## src/rtl/core2apb_pkg.sv

```systemverilog
// Shared types and constants for the core-to-APB bridge.
//   apb_mst_state_e : initiator FSM states
//   FULL_BE         : byte-enable pattern of a full-word access
package core2apb_pkg;

  typedef enum logic [1:0] {IDLE, SETUP, ACCESS, RESP} apb_mst_state_e;

  localparam logic [3:0] FULL_BE = 4'hF;

endpackage

```

## src/rtl/apb_timeout_cnt.sv

```systemverilog
// Bus-hang watchdog for the APB ACCESS phase.
//   clk_i, rst_ni : clock, asynchronous active-low reset
//   clr_i         : synchronous clear (has priority over en_i)
//   en_i          : count this cycle (an ACCESS cycle without PREADY)
//   expired_o     : combinational pulse in the cycle the count reaches Limit
// A Limit of 0 disables the watchdog; expired_o then stays low.
module apb_timeout_cnt #(
  parameter int unsigned Limit = 255
) (
  input  logic clk_i,
  input  logic rst_ni,
  input  logic clr_i,
  input  logic en_i,
  output logic expired_o
);

  // The count only ever holds 0..Limit-1; reaching Limit is signalled, not stored.
  localparam int unsigned CntW = (Limit > 1) ? $clog2(Limit) : 1;
  localparam bit Enabled = (Limit != 0);
  localparam logic [CntW-1:0] LastCnt = Enabled ? CntW'(Limit - 1) : '0;

  logic [CntW-1:0] cnt_q;

  always_comb begin
    expired_o = Enabled && en_i && (cnt_q == LastCnt);
  end

  always_ff @(posedge clk_i or negedge rst_ni) begin
    if (!rst_ni) begin
      cnt_q <= '0;
    end else if (clr_i || expired_o) begin
      cnt_q <= '0;
    end else if (en_i && Enabled) begin
      cnt_q <= cnt_q + 1'b1;
    end
  end

endmodule

```

## src/rtl/core2apb_bridge.sv

```systemverilog
// APB3 initiator: turns core request/grant/rvalid data-port transactions into
// single APB transfers, one at a time.
//   clk_i, rst_ni           : clock, asynchronous active-low reset
//   data_req_i / data_gnt_o : core request, grant (combinational, IDLE only)
//   data_addr_i, data_we_i, data_be_i, data_wdata_i : request payload
//   data_rvalid_o, data_rdata_o, data_err_o         : one-cycle response
//   apb_paddr_o, apb_pwdata_o, apb_pwrite_o, apb_psel_o, apb_penable_o : APB drive
//   apb_prdata_i, apb_pready_i, apb_pslverr_i                          : APB sample
// Sub-word writes are rejected with an error and never reach the bus.
module core2apb_bridge
  import core2apb_pkg::*;
#(
  parameter int unsigned APB_ADDR_WIDTH = 32,
  parameter int unsigned APB_DATA_WIDTH = 32,
  parameter int unsigned TIMEOUT_CYCLES = 255
) (
  input  logic                      clk_i,
  input  logic                      rst_ni,
  input  logic                      data_req_i,
  output logic                      data_gnt_o,
  input  logic [APB_ADDR_WIDTH-1:0] data_addr_i,
  input  logic                      data_we_i,
  input  logic [3:0]                data_be_i,
  input  logic [APB_DATA_WIDTH-1:0] data_wdata_i,
  output logic                      data_rvalid_o,
  output logic [APB_DATA_WIDTH-1:0] data_rdata_o,
  output logic                      data_err_o,
  output logic [APB_ADDR_WIDTH-1:0] apb_paddr_o,
  output logic [APB_DATA_WIDTH-1:0] apb_pwdata_o,
  output logic                      apb_pwrite_o,
  output logic                      apb_psel_o,
  output logic                      apb_penable_o,
  input  logic [APB_DATA_WIDTH-1:0] apb_prdata_i,
  input  logic                      apb_pready_i,
  input  logic                      apb_pslverr_i
);

  apb_mst_state_e            state_q;
  logic [APB_ADDR_WIDTH-1:0] paddr_q;
  logic [APB_DATA_WIDTH-1:0] pwdata_q;
  logic                      pwrite_q;
  logic                      psel_q;
  logic                      penable_q;
  logic                      rvalid_q;
  logic [APB_DATA_WIDTH-1:0] rdata_q;
  logic                      err_q;

  logic tmo_clr;
  logic tmo_en;
  logic tmo_expired;

  // Counter runs only while waiting for PREADY; any other state wipes it.
  always_comb begin
    tmo_clr = (state_q != ACCESS);
    tmo_en  = (state_q == ACCESS) && !apb_pready_i;
  end

  apb_timeout_cnt #(
    .Limit (TIMEOUT_CYCLES)
  ) u_timeout (
    .clk_i     (clk_i),
    .rst_ni    (rst_ni),
    .clr_i     (tmo_clr),
    .en_i      (tmo_en),
    .expired_o (tmo_expired)
  );

  always_comb begin
    data_gnt_o = (state_q == IDLE) && data_req_i;
  end

  always_ff @(posedge clk_i or negedge rst_ni) begin
    if (!rst_ni) begin
      state_q   <= IDLE;
      paddr_q   <= '0;
      pwdata_q  <= '0;
      pwrite_q  <= 1'b0;
      psel_q    <= 1'b0;
      penable_q <= 1'b0;
      rvalid_q  <= 1'b0;
      rdata_q   <= '0;
      err_q     <= 1'b0;
    end else begin
      rvalid_q <= 1'b0;
      unique case (state_q)
        IDLE: begin
          if (data_req_i) begin
            paddr_q  <= data_addr_i;
            pwrite_q <= data_we_i;
            pwdata_q <= data_wdata_i;
            if (data_we_i && (data_be_i != FULL_BE)) begin
              // Sub-word write: answer with an error, no bus cycle.
              state_q  <= RESP;
              rvalid_q <= 1'b1;
              rdata_q  <= '0;
              err_q    <= 1'b1;
            end else begin
              state_q <= SETUP;
              psel_q  <= 1'b1;
            end
          end
        end
        SETUP: begin
          state_q   <= ACCESS;
          penable_q <= 1'b1;
        end
        ACCESS: begin
          // PREADY wins over a timeout expiring in the same cycle.
          if (apb_pready_i) begin
            state_q   <= RESP;
            psel_q    <= 1'b0;
            penable_q <= 1'b0;
            rvalid_q  <= 1'b1;
            rdata_q   <= pwrite_q ? '0 : apb_prdata_i;
            err_q     <= apb_pslverr_i;
          end else if (tmo_expired) begin
            state_q   <= RESP;
            psel_q    <= 1'b0;
            penable_q <= 1'b0;
            rvalid_q  <= 1'b1;
            rdata_q   <= '0;
            err_q     <= 1'b1;
          end
        end
        RESP: begin
          state_q <= IDLE;
        end
        default: begin
          state_q <= IDLE;
        end
      endcase
    end
  end

  always_comb begin
    data_rvalid_o = rvalid_q;
    data_rdata_o  = rdata_q;
    data_err_o    = err_q;
    apb_paddr_o   = paddr_q;
    apb_pwdata_o  = pwdata_q;
    apb_pwrite_o  = pwrite_q;
    apb_psel_o    = psel_q;
    apb_penable_o = penable_q;
  end

endmodule

```

## config.mk

```make
export PLATFORM = sky130hd
export DESIGN_NAME = core2apb_bridge
export DESIGN_NICKNAME = d
export VERILOG_FILES = /design/src/rtl/core2apb_pkg.sv /design/src/rtl/apb_timeout_cnt.sv /design/src/rtl/core2apb_bridge.sv
export SDC_FILE = /design/constraint.sdc
export NUM_CORES = 1
export LEC_CHECK = 0
export ABC_CLOCK_PERIOD_IN_PS = 1900
export CAP_MARGIN = 20
export CORE_AREA = 2 2 105 107
export CTS_BUF_LIST = sky130_fd_sc_hd__clkbuf_2 sky130_fd_sc_hd__clkbuf_4 sky130_fd_sc_hd__clkbuf_8
export DETAILED_ROUTE_END_ITERATION = 8
export DIE_AREA = 0 0 107 109
export DONT_BUFFER_PORTS = 1
export PLACE_DENSITY = 0.63
export SYNTH_ARGS = -nofsm -noshare
export SYNTH_HDL_FRONTEND = slang
export SYNTH_SLANG_ARGS = --single-unit
export TNS_END_PERCENT = 1
```

## constraint.sdc

```tcl
create_clock -name clk_i -period 1.9 [get_ports clk_i]
set_input_delay 0.19 -clock clk_i [delete_from_list [all_inputs] [get_ports clk_i]]
set_output_delay 0.19 -clock clk_i [all_outputs]
set_load 0.005 [all_outputs]
```

---- Word level (Yosys, flattened, before mapping) ----
Cells that the tools add are included.
storage, ports and cells
  register bits ........................... 111
  bits of input ports ..................... 106
  output and inout bits ................... 102
cells by class
  mux-type cells .......................... 29
  reduce and logical (&&, ||, !) cells .... 15
  eq/ne operators ......................... 10
  $add $sub $neg .......................... 1
operator list
  cell                                                                   number
  32-bit 2-to-1 mux                                                      5
  32-bit case mux with 2 select lines                                    1
  8-bit 2-to-1 mux                                                       2
  1-bit 2-to-1 mux                                                       12
  8-bit by 1-bit adder with 8-bit output, second input constant          1
  8-bit equality test, second input constant                             1
  2-bit 2-to-1 mux                                                       4
  1-bit case mux with 2 select lines                                     4
  2-bit case mux with 4 select lines                                     1
  4-bit AND reduction                                                    2
  2-bit != test, second input constant                                   3
  2-bit AND reduction                                                    3
  2-bit nonzero test                                                     3
  2-bit equality test, second input constant                             2
  1-bit logical AND                                                      4
  4-bit != test, second input constant                                   1
  3-bit by 2-bit != test with 1-bit output, second input constant        1
  2-bit by 1-bit equality test with 1-bit output, second input constant  1
  2-bit zero test                                                        1
  2-bit by 1-bit != test with 1-bit output, second input constant        1
  1-bit zero test                                                        1
  1-bit logical OR                                                       1

---- Depth between registers and ports, before layout ----
Gate-level depths: netlist of run 1.
  word-level depth ........................ 6
  mapped depth ............................ 8

---- Modules after synthesis ----
From an unflattened synthesis of run 1, not the netlist that was laid out.
second synthesis, totals
  cells, all modules ...................... 361
  area total of the unflattened synthesis .. 4523.1 sq um
by module, submodules not included
  module           area each (sq um)  instances  cells each
  core2apb_bridge  4085.2             1          318
  apb_timeout_cnt  437.9              1          43

---- Least setup slack after synthesis of run 1 ----
Ideal clock, no wire load.
  kind .................................... register to register
  start point ............................. register state_q[0]
  end point ............................... register paddr_q[0] (netlist: apb_paddr_o[0])
  stages on the path, launching flop included .. 8
  arrival ................................. 1.543 ns
  path slack .............................. 0.232 ns
  data required time ...................... 1.775 ns
  library setup time ...................... 0.125 ns
  path buffers ............................ 2
  clock period less this slack ............ 1.668 ns
  path through ............................ dfrtp_1 inv_1 ha_1 nand2_1 inv_1 buf_2 buf_4 mux2_2
on the way
  longest elaborated chain between the ends .. 2
RTL lines
  item                           line                   source
  start: declaration             core2apb_bridge.sv:38  apb_mst_state_e state_q;
  start signal: assignment       core2apb_bridge.sv:74  state_q <= IDLE;
  start signal: assignment       core2apb_bridge.sv:93  state_q <= RESP;
  start signal: assignment       core2apb_bridge.sv:98  state_q <= SETUP;
  2-bit zero test                core2apb_bridge.sv:85  unique case (state_q)
  2-bit AND reduction (no line)  n/a
  end signal: assignment         core2apb_bridge.sv:88  paddr_q <= data_addr_i;
  end: declaration               core2apb_bridge.sv:39  logic [APB_ADDR_WIDTH-1:0] paddr_q;
Every way passes these cells.
A chain may end at the register's enable or synchronous reset.

---- Worst setup path in the final report of run 1 ----
  start point ............................. register state_q[0]
  end point ............................... output port data_gnt_o
on the way
  longest elaborated chain between the ends .. 2
RTL lines
  item               line                   source
  2-bit zero test    core2apb_bridge.sv:69  data_gnt_o = (state_q == IDLE) && data_req_i;
  1-bit logical AND  core2apb_bridge.sv:69
  end: declaration   core2apb_bridge.sv:20  output logic data_gnt_o,
Every way passes these cells.

==> results of run 1 <==
[flip-flops by register name, summed over array words and instances, names as in the netlist]
signal           flops
apb_paddr_o         32
apb_pwdata_o        32
data_rdata_o        32
u_timeout.cnt_q      8
state_q              2
apb_penable_o        1
apb_psel_o           1
apb_pwrite_o         1
data_err_o           1
data_rvalid_o        1
[logic make-up after synthesis]
logic type,after synthesis,synth area share
DFF,111,0.6010
muxes,69,0.1670
and+or+nand+nor,64,0.07417
AOI/OAI and AO/OA,52,0.09637
buffers and inverters,31,0.04142
adders and majority gates,6,0.01624
xor gates and xnor gates,2,0.003791
[timing repair]
item                                    4_1_cts  5_1_grt
hold endpoints to repair                    215      111
endpoints found under the setup margin        0       98
resized for setup                             0        8
[cells in the mapped netlist (all sizes together)]
| cell | instances |
|---|---|
| a21oi | 1 |
| a31o | 3 |
| a31oi | 6 |
| a41oi | 2 |
| and2 | 2 |
| and3 | 2 |
| and4 | 1 |
| buf | 21 |
| clkbuf | 2 |
| dfrtp | 111 |
| ha | 6 |
| inv | 8 |
| mux2 | 65 |
| mux2i | 4 |
| nand2 | 9 |
| nand2b | 2 |
| nand3 | 40 |
| nand4 | 3 |
| nor2 | 4 |
| nor2b | 1 |
| o21ai | 6 |
| o22ai | 1 |
| o2bb2ai | 32 |
| o311ai | 1 |
| xnor2 | 2 |
[per-layer routing]
metal / wire length, um / GRT usage / share of wire
met3: 1065 / 0.06455 / 0.096
met5: 0 / 0 / 0
met2: 5676 / 0.3039 / 0.51
met4: 115 / 0.06401 / 0.010
met1: 4286 / 0.2031 / 0.38
[per-stage QoR]
stage	std cells	setup slack (ns)	power [W]
floorplan	335	0.2320	0.006036
global placement	463	0.1522	0.006564
detailed placement	463	0.08814	0.006674
CTS	578	0.01926	0.008329
global route	581	0.003420	0.008983
finish	581	0.1282	0.008456
[final cells by class]
class                           instances  area share
Sequential cell                       111      0.4581
Multi-Input combinational cell        193      0.2751
Timing Repair Buffer                  113      0.1973
Tap cell                              140     0.02889
Clock buffer                           10     0.02270
Clock inverter                          6     0.01217
Inverter                                8    0.005778
[critical path, delay by kind of cell, from the launching register on]
kind / cells / cell delay, ns
flops: 1 / 0.39
fa+ha+maj: 1 / 0.24
buf+inv: 3 / 0.43
simple gates: 1 / 0.15
[worst max-delay path by stage]
stage	startpoint	endpoint	slack, ns	cells after the start
6_report	state_q[0]	data_gnt_o	0.13	5
5_1_grt	state_q[0]	data_gnt_o	0.003	5
4_1_cts	state_q[0]	data_gnt_o	0.02	5
3_5_place_dp	state_q[0]	apb_paddr_o[25]	0.09	6
3_3_place_gp	state_q[0]	data_rdata_o[28]	0.15	7
2_1_floorplan	state_q[0]	apb_paddr_o[0]	0.23	7
[power groups by stage]
stage          sequential, W  combinational [W]  clock, W
3_3_place_gp         0.00427            0.00230         0
3_5_place_dp         0.00426            0.00241         0
5_1_grt              0.00437            0.00298   0.00164
6_report             0.00424            0.00274   0.00148
4_1_cts              0.00424            0.00257   0.00152
2_1_floorplan        0.00399            0.00205         0
==> key figures, run 1 <==
Global routing
  • GRT Total Usage: 0.1765
  • Initial antenna violation count: 0
  • Pin count of the biggest net entering global routing: 112
  • First-pass GRT wire length: 16,100 um
  • Number of global-route vias before repair: 3,211
  • GR Overflow Total: 0

Worst setup path
  • Worst Reg-to-Reg Cells: 6
  • Worst path arrival time: 1.58 ns
  • R2R Setup Slk: 0.14 ns
  • Setup crit start kind: flip-flop
  • Slowest CP cell: dfrtp_1
  • R2R Path Start: state_q[0]
  • Crit path max fanout: 17
  • WP data required: 1.71 ns
  • Reg2reg end: apb_pwdata_o[1]
  • Max stage delay on crit path: 0.39 ns
  • Crit Path Class: flip-flop to primary output
  • Cell chain of the critical path: inv_1 > ha_2 > nand2_1 > clkinv_4 > buf_16
  • Worst Setup End Kind: primary output

Flow run
  • Max_cap viols: 0

Finish
  • Final instance area: 6063 sq um
  • Layout cell share with drive strength beyond 1: 0.2494
  • Multi-input gate area: 1668 sq um
  • Most common cell after layout, fill and taps aside: dfrtp_1
  • ANT cells: 0
  • Register Area: 2778 sq um
  • Commonest non-fill, non-tap cells in the layout: dfrtp_1 (111), dlygate4sd3_1 (99), mux2_2 (65)
  • Synth-to-Final Area Change: 31.19%
  • Core Util, Final: 0.5719
  • Filler instances: 817
  • Net count, final: 548

Clocking
  • Clk sink count: 111
  • Clock Tree Root: clkbuf_8
  • CTS Buf Count: 9
  • CTS tree: done
  • Max clock buf depth: 2
  • Worst-Skew Late Latency: 0.37 ns
  • Setup Buffers After CTS: 0
  • Clk pin slew, worst setup/hold paths: 0.10 ns
  • Post-CTS Hold Fix Bufs: 99
  • H-tree Lvls: 3

Timing
  • Fmax achieved: 564.4 MHz
  • Relative slew margins: 0.7801
  • RSZ-0062 raised after global routing: no
  • Setup violations, final: 0
  • Final Hold Viols: 111
  • Hold Slack: -0.4855 ns
  • Slew Viols, Final: 0
  • Worst slew pin tran: 0.3288 ns
  • Fin crit share: 0.9325
  • Total Neg Setup Slack: 0 ns
  • Clk_skew: 0.01187 ns
  • Tmin final: 1.772 ns

Detailed routing
  • Avg Vias per Cell: 5.430
  • DR DRC count: 0
  • Vias post-DR: 3,155
  • 1st-iter DRT viols: 237
  • Remaining antenna violation count: 0
  • Drt wl/cell: 19.18 um
  • Routed WL: 11,140 um
  • Pre-antenna DRT Iters: 4

Place
  • Number of port buffers: 0
  • Hpwl dp: 6666 um
  • Global placer's final weighted congestion: 0.7917
  • Placement Cell Area: 4771 sq um

Synth
  • Area contributors post-synth: dfrtp_1 (60%), mux2_2 (16%), o2bb2ai_1 (5.5%)
  • Netlist Area Pre-Place: 4622 sq um
  • Distinct cell type count after synthesis: 33
  • YS warnings: 0
  • Share of the synthesized area in the top cell type: 0.6010
  • #FFs+latches synth: 111
  • Synth Instances: 335
  • Synthesized Nets: 447
  • Sequential element share of the synthesized area: 0.6010
  • Cell taking the most area after synthesis: dfrtp_1
  • Average cell area after synthesis: 13.80 sq um

Run status
  • Status: complete, but fails checks
  • Failing checks: hold timing

Worst hold path
  • Hold Path Class: primary input to async pin

Die
  • Die Span Y: 109 um
  • Top Ports: 208
  • Core area: 10,600 sq um
  • Die X: 107 um
  • # rows: 38
  • Die area: 11,660 sq um
  • Initial Util: 0.4359

Pwr
  • Combinational fraction of design power: 0.324
  • Static Leakage: 2.537 nW
  • Worst vdd ir: 719.5 uV
  • Switching power: 0.002924 W
  • Flop pwr share: 0.501
  • Power share of the clock group: 0.175
  • Sw frac: 0.3458
  • Pwr Density: 1395 nW/um^2
  • Internal: 0.005532 W
Power figures use the tool's default switching activity.
==> run 2: changes to the inputs <==
--- a/config.mk
+++ b/config.mk
@@ -5,12 +5,13 @@
 export SDC_FILE = /design/constraint.sdc
 export NUM_CORES = 1
 export LEC_CHECK = 0
+export ABC_AREA = 1
 export ABC_CLOCK_PERIOD_IN_PS = 1900
 export CAP_MARGIN = 20
-export CORE_AREA = 2 2 105 107
+export CORE_AREA = 2 2 108 110
 export CTS_BUF_LIST = sky130_fd_sc_hd__clkbuf_2 sky130_fd_sc_hd__clkbuf_4 sky130_fd_sc_hd__clkbuf_8
 export DETAILED_ROUTE_END_ITERATION = 8
-export DIE_AREA = 0 0 107 109
+export DIE_AREA = 0 0 110 112
 export DONT_BUFFER_PORTS = 1
 export PLACE_DENSITY = 0.63
 export SYNTH_ARGS = -nofsm -noshare
==> key figures, run 2 <==
Run status
  • Status: complete, but fails checks
  • Failing checks: hold timing

Timing
  • Hold Slack: -0.5016 ns (-0.01609 ns)
  • Clk_skew: 0.01114 ns (-0.0007294 ns)
  • Final Hold Viols: 111 (unchanged)
  • Relative slew margins: 0.7168 (-0.06328)
  • Slew Viols, Final: 0 (unchanged)
  • RSZ-0062 raised after global routing: no
  • Fmax achieved: 562.9 MHz (-0.26%)
  • Tmin final: 1.776 ns (+0.004634 ns)
  • Worst slew pin tran: 0.4248 ns (+0.09597 ns)
  • Total Neg Setup Slack: 0 ns (unchanged)
  • Setup violations, final: 0 (unchanged)
  • Fin crit share: 0.9350 (+0.002439)

Clocking
  • Clock Tree Root: clkbuf_8
  • Worst-Skew Late Latency: 0.37 ns (about the same)
  • CTS Buf Count: 9 (unchanged)
  • CTS tree: done
  • Clk sink count: 111 (unchanged)
  • Post-CTS Hold Fix Bufs: 74 (-25%)
  • Clk pin slew, worst setup/hold paths: 0.11 ns (about the same)
  • Setup Buffers After CTS: 0 (unchanged)
  • Max clock buf depth: 2 (unchanged)
  • H-tree Lvls: 3 (unchanged)

Synth
  • Cell taking the most area after synthesis: dfrtp_1
  • Sequential element share of the synthesized area: 0.5636 (-0.03738)
  • Synthesized Nets: 701 (+57%)
  • YS warnings: 0 (unchanged)
  • Average cell area after synthesis: 8.368 sq um (-39%)
  • Area contributors post-synth: dfrtp_1 (56%), nand2_1 (22%), nand3_2 (4.1%)
  • #FFs+latches synth: 111 (unchanged)
  • Share of the synthesized area in the top cell type: 0.5636 (-0.03738)
  • Main flop type after synthesis: dfrtp_1
  • EDFF count, synth: 0 (unchanged)
  • Commonest cells in the netlist: nand2_1 (288), dfrtp_1 (111), inv_1 (46)
  • Most common cell in the netlist: nand2_1
  • Synth Instances: 589 (+76%)
  • Post-synth ARST share: 1.000 (unchanged)
  • Distinct cell type count after synthesis: 27 (-18%)
  • Netlist Area Pre-Place: 4928 sq um (+6.6%)

Worst setup path
  • Worst path arrival time: 1.59 ns (about the same)
  • WP data required: 1.71 ns (about the same)
  • Setup crit start kind: flip-flop
  • Crit path max fanout: 32 (+15)
  • Worst Setup End Kind: primary output
  • Crit Path Class: flip-flop to primary output

Detailed routing
  • Vias post-DR: 3,929 (+25%)
  • Remaining antenna violation count: 0 (unchanged)
  • Routed WL: 12,070 um (+8.3%)
  • Avg Vias per Cell: 4.887 (-10%)
  • Drt wl/cell: 15.01 um (-22%)
  • DR DRC count: 0 (unchanged)
  • 1st-iter DRT viols: 306 (+29%)
  • Pre-antenna DRT Iters: 4 (unchanged)

Global routing
  • Number of global-route vias before repair: 3,944 (+23%)
  • Pin count of the biggest net entering global routing: 112 (unchanged)
  • First-pass GRT wire length: 19,130 um (+19%)
  • GR Overflow Total: 0 (unchanged)
  • GRT Total Usage: 0.1995 (+0.02292)
  • Initial antenna violation count: 1 (+1)

Pwr
  • Power share of the clock group: 0.164 (-0.011)
  • Switching power: 0.003391 W (+16%)
  • Sw frac: 0.4174 (+0.07161)
  • Internal: 0.004732 W (-14%)
  • Combinational fraction of design power: 0.330 (+0.006)
  • Worst vdd ir: 786.9 uV (+9.4%)
  • Pwr Density: 1359 nW/um^2 (-2.6%)
  • Static Leakage: 3.185 nW (+26%)
  • Flop pwr share: 0.505 (+0.004)

Worst hold path
  • Hold Path Class: primary input to async pin

Finish
  • Most common cell after layout, fill and taps aside: nand2_1
  • Synth-to-Final Area Change: 21.30%
  • Commonest non-fill, non-tap cells in the layout: nand2_1 (287), dfrtp_1 (111), dlygate4sd3_1 (74)
  • Filler instances: 982 (+20%)
  • Net count, final: 767 (+40%)
  • Layout cell share with drive strength beyond 1: 0.09091 (-0.1585)

Die
  • Core area: 11,170 sq um (+5.4%)
  • Die area: 12,320 sq um (+5.6%)
  • Initial Util: 0.4410 (+0.005126)
  • Top Ports: 208 (unchanged)
  • # rows: 39 (+2.6%)
  • Die Span Y: 112 um (+2.8%)
  • Die X: 110 um (+2.8%)

Flow run
  • Max_cap viols: 0 (unchanged)

Place
  • Hpwl dp: 7544 um (+13%)
  • Global placer's final weighted congestion: 0.7784 (-1.7%)
  • Number of port buffers: 0 (unchanged)
[run 2: cell types whose count changed after synthesis, moves of 10 or more]
| cell | delta |
|---|---|
| nand3_2 | +20 |
| nand2_1 | +280 |
| o2bb2ai_1 | -29 |
| nor2_1 | +32 |
| clkbuf_1 | +10 |
| mux2_2 | -65 |
| inv_1 | +38 |
| nand3_1 | -18 |
[run 2: metrics by stage]
step / instances / cell area, sq um / util / setup WS (ns) / power (W)
after floorplan: 589 / 4928 / - / 0.2543 / 0.006011
after global placement: 713 / 5040 / 0.4510 / 0.1812 / 0.006562
after detailed placement: 713 / 5040 / 0.4510 / 0.08592 / 0.006665
after CTS: 803 / 5962 / 0.5335 / 0.02084 / 0.008145
after global routing: 804 / 5978 / 0.5350 / 0.008192 / 0.008799
final: 804 / 5978 / 0.5350 / 0.1235 / 0.008123
[run 2: what timing repair did]
item	4_1_cts	5_1_grt
pin swaps	0	0
gates resized for setup	1	3
hold endpoints to repair	186	111
setup endpoints to repair	1	34
gates cloned	0	0
[run 2: power by group through the flow]
stage	sequential (W)	clock [W]	combinational, W
floorplan	0.00388	0	0.00213
global placement	0.00414	0	0.00243
detailed placement	0.00412	0	0.00254
CTS	0.00411	0.00139	0.00265
global route	0.00422	0.00149	0.00308
finish	0.00410	0.00133	0.00268
[run 2: layout make-up]
type	count	area, sq um	area share
Antenna cell	1	2.502	0.0004186
Clock buffer	9	123.9	0.02072
Multi-Input combinational cell	401	1824	0.3051
Sequential cell	111	2778	0.4646
Timing Repair Buffer	82	829.5	0.1388
Inverter	50	187.7	0.03139
Clock inverter	7	53.80	0.009000
Tap cell	143	178.9	0.02993
[run 2: per-layer routing]
metal,vias to the layer above,share of wire,global-route usage
met3,23,0.084,0.06089
met4,0,0.022,0.08776
li1,1901,-,-
met1,1826,0.40,0.2353
met2,179,0.50,0.3313
met5,-,0,0
[run 2: kinds of logic after synthesis]
logic type                 synth area share
AOI/OAI and AO/OA                   0.02133
and+or+nand+nor                      0.3217
xor gates and xnor gates           0.007110
buffers and inverters               0.07108
DFF                                  0.5636
adders and majority gates           0.01523
[run 2: final timing paths]
check                                  from          endpoint  slack [ns]  depth (start not counted)
max                              state_q[0]        data_gnt_o        0.12                          5
min                                  rst_ni   data_rdata_o[1]       -0.50                          0
max reg2reg                      state_q[0]   data_rdata_o[2]        0.20                         10
min reg2reg                data_rdata_o[30]  data_rdata_o[30]        0.51                          2
max in group asynchronous            rst_ni  apb_pwdata_o[19]        2.23                          0
min in group clk_i         apb_prdata_i[11]  data_rdata_o[11]        0.02                          4
[run 2: worst max-delay path: stages (launching register included)]
cell	delay (ns)
dfrtp_1	0.42
inv_1	0.12
ha_2	0.27
nand2_2	0.09
inv_2	0.06
buf_6	0.24
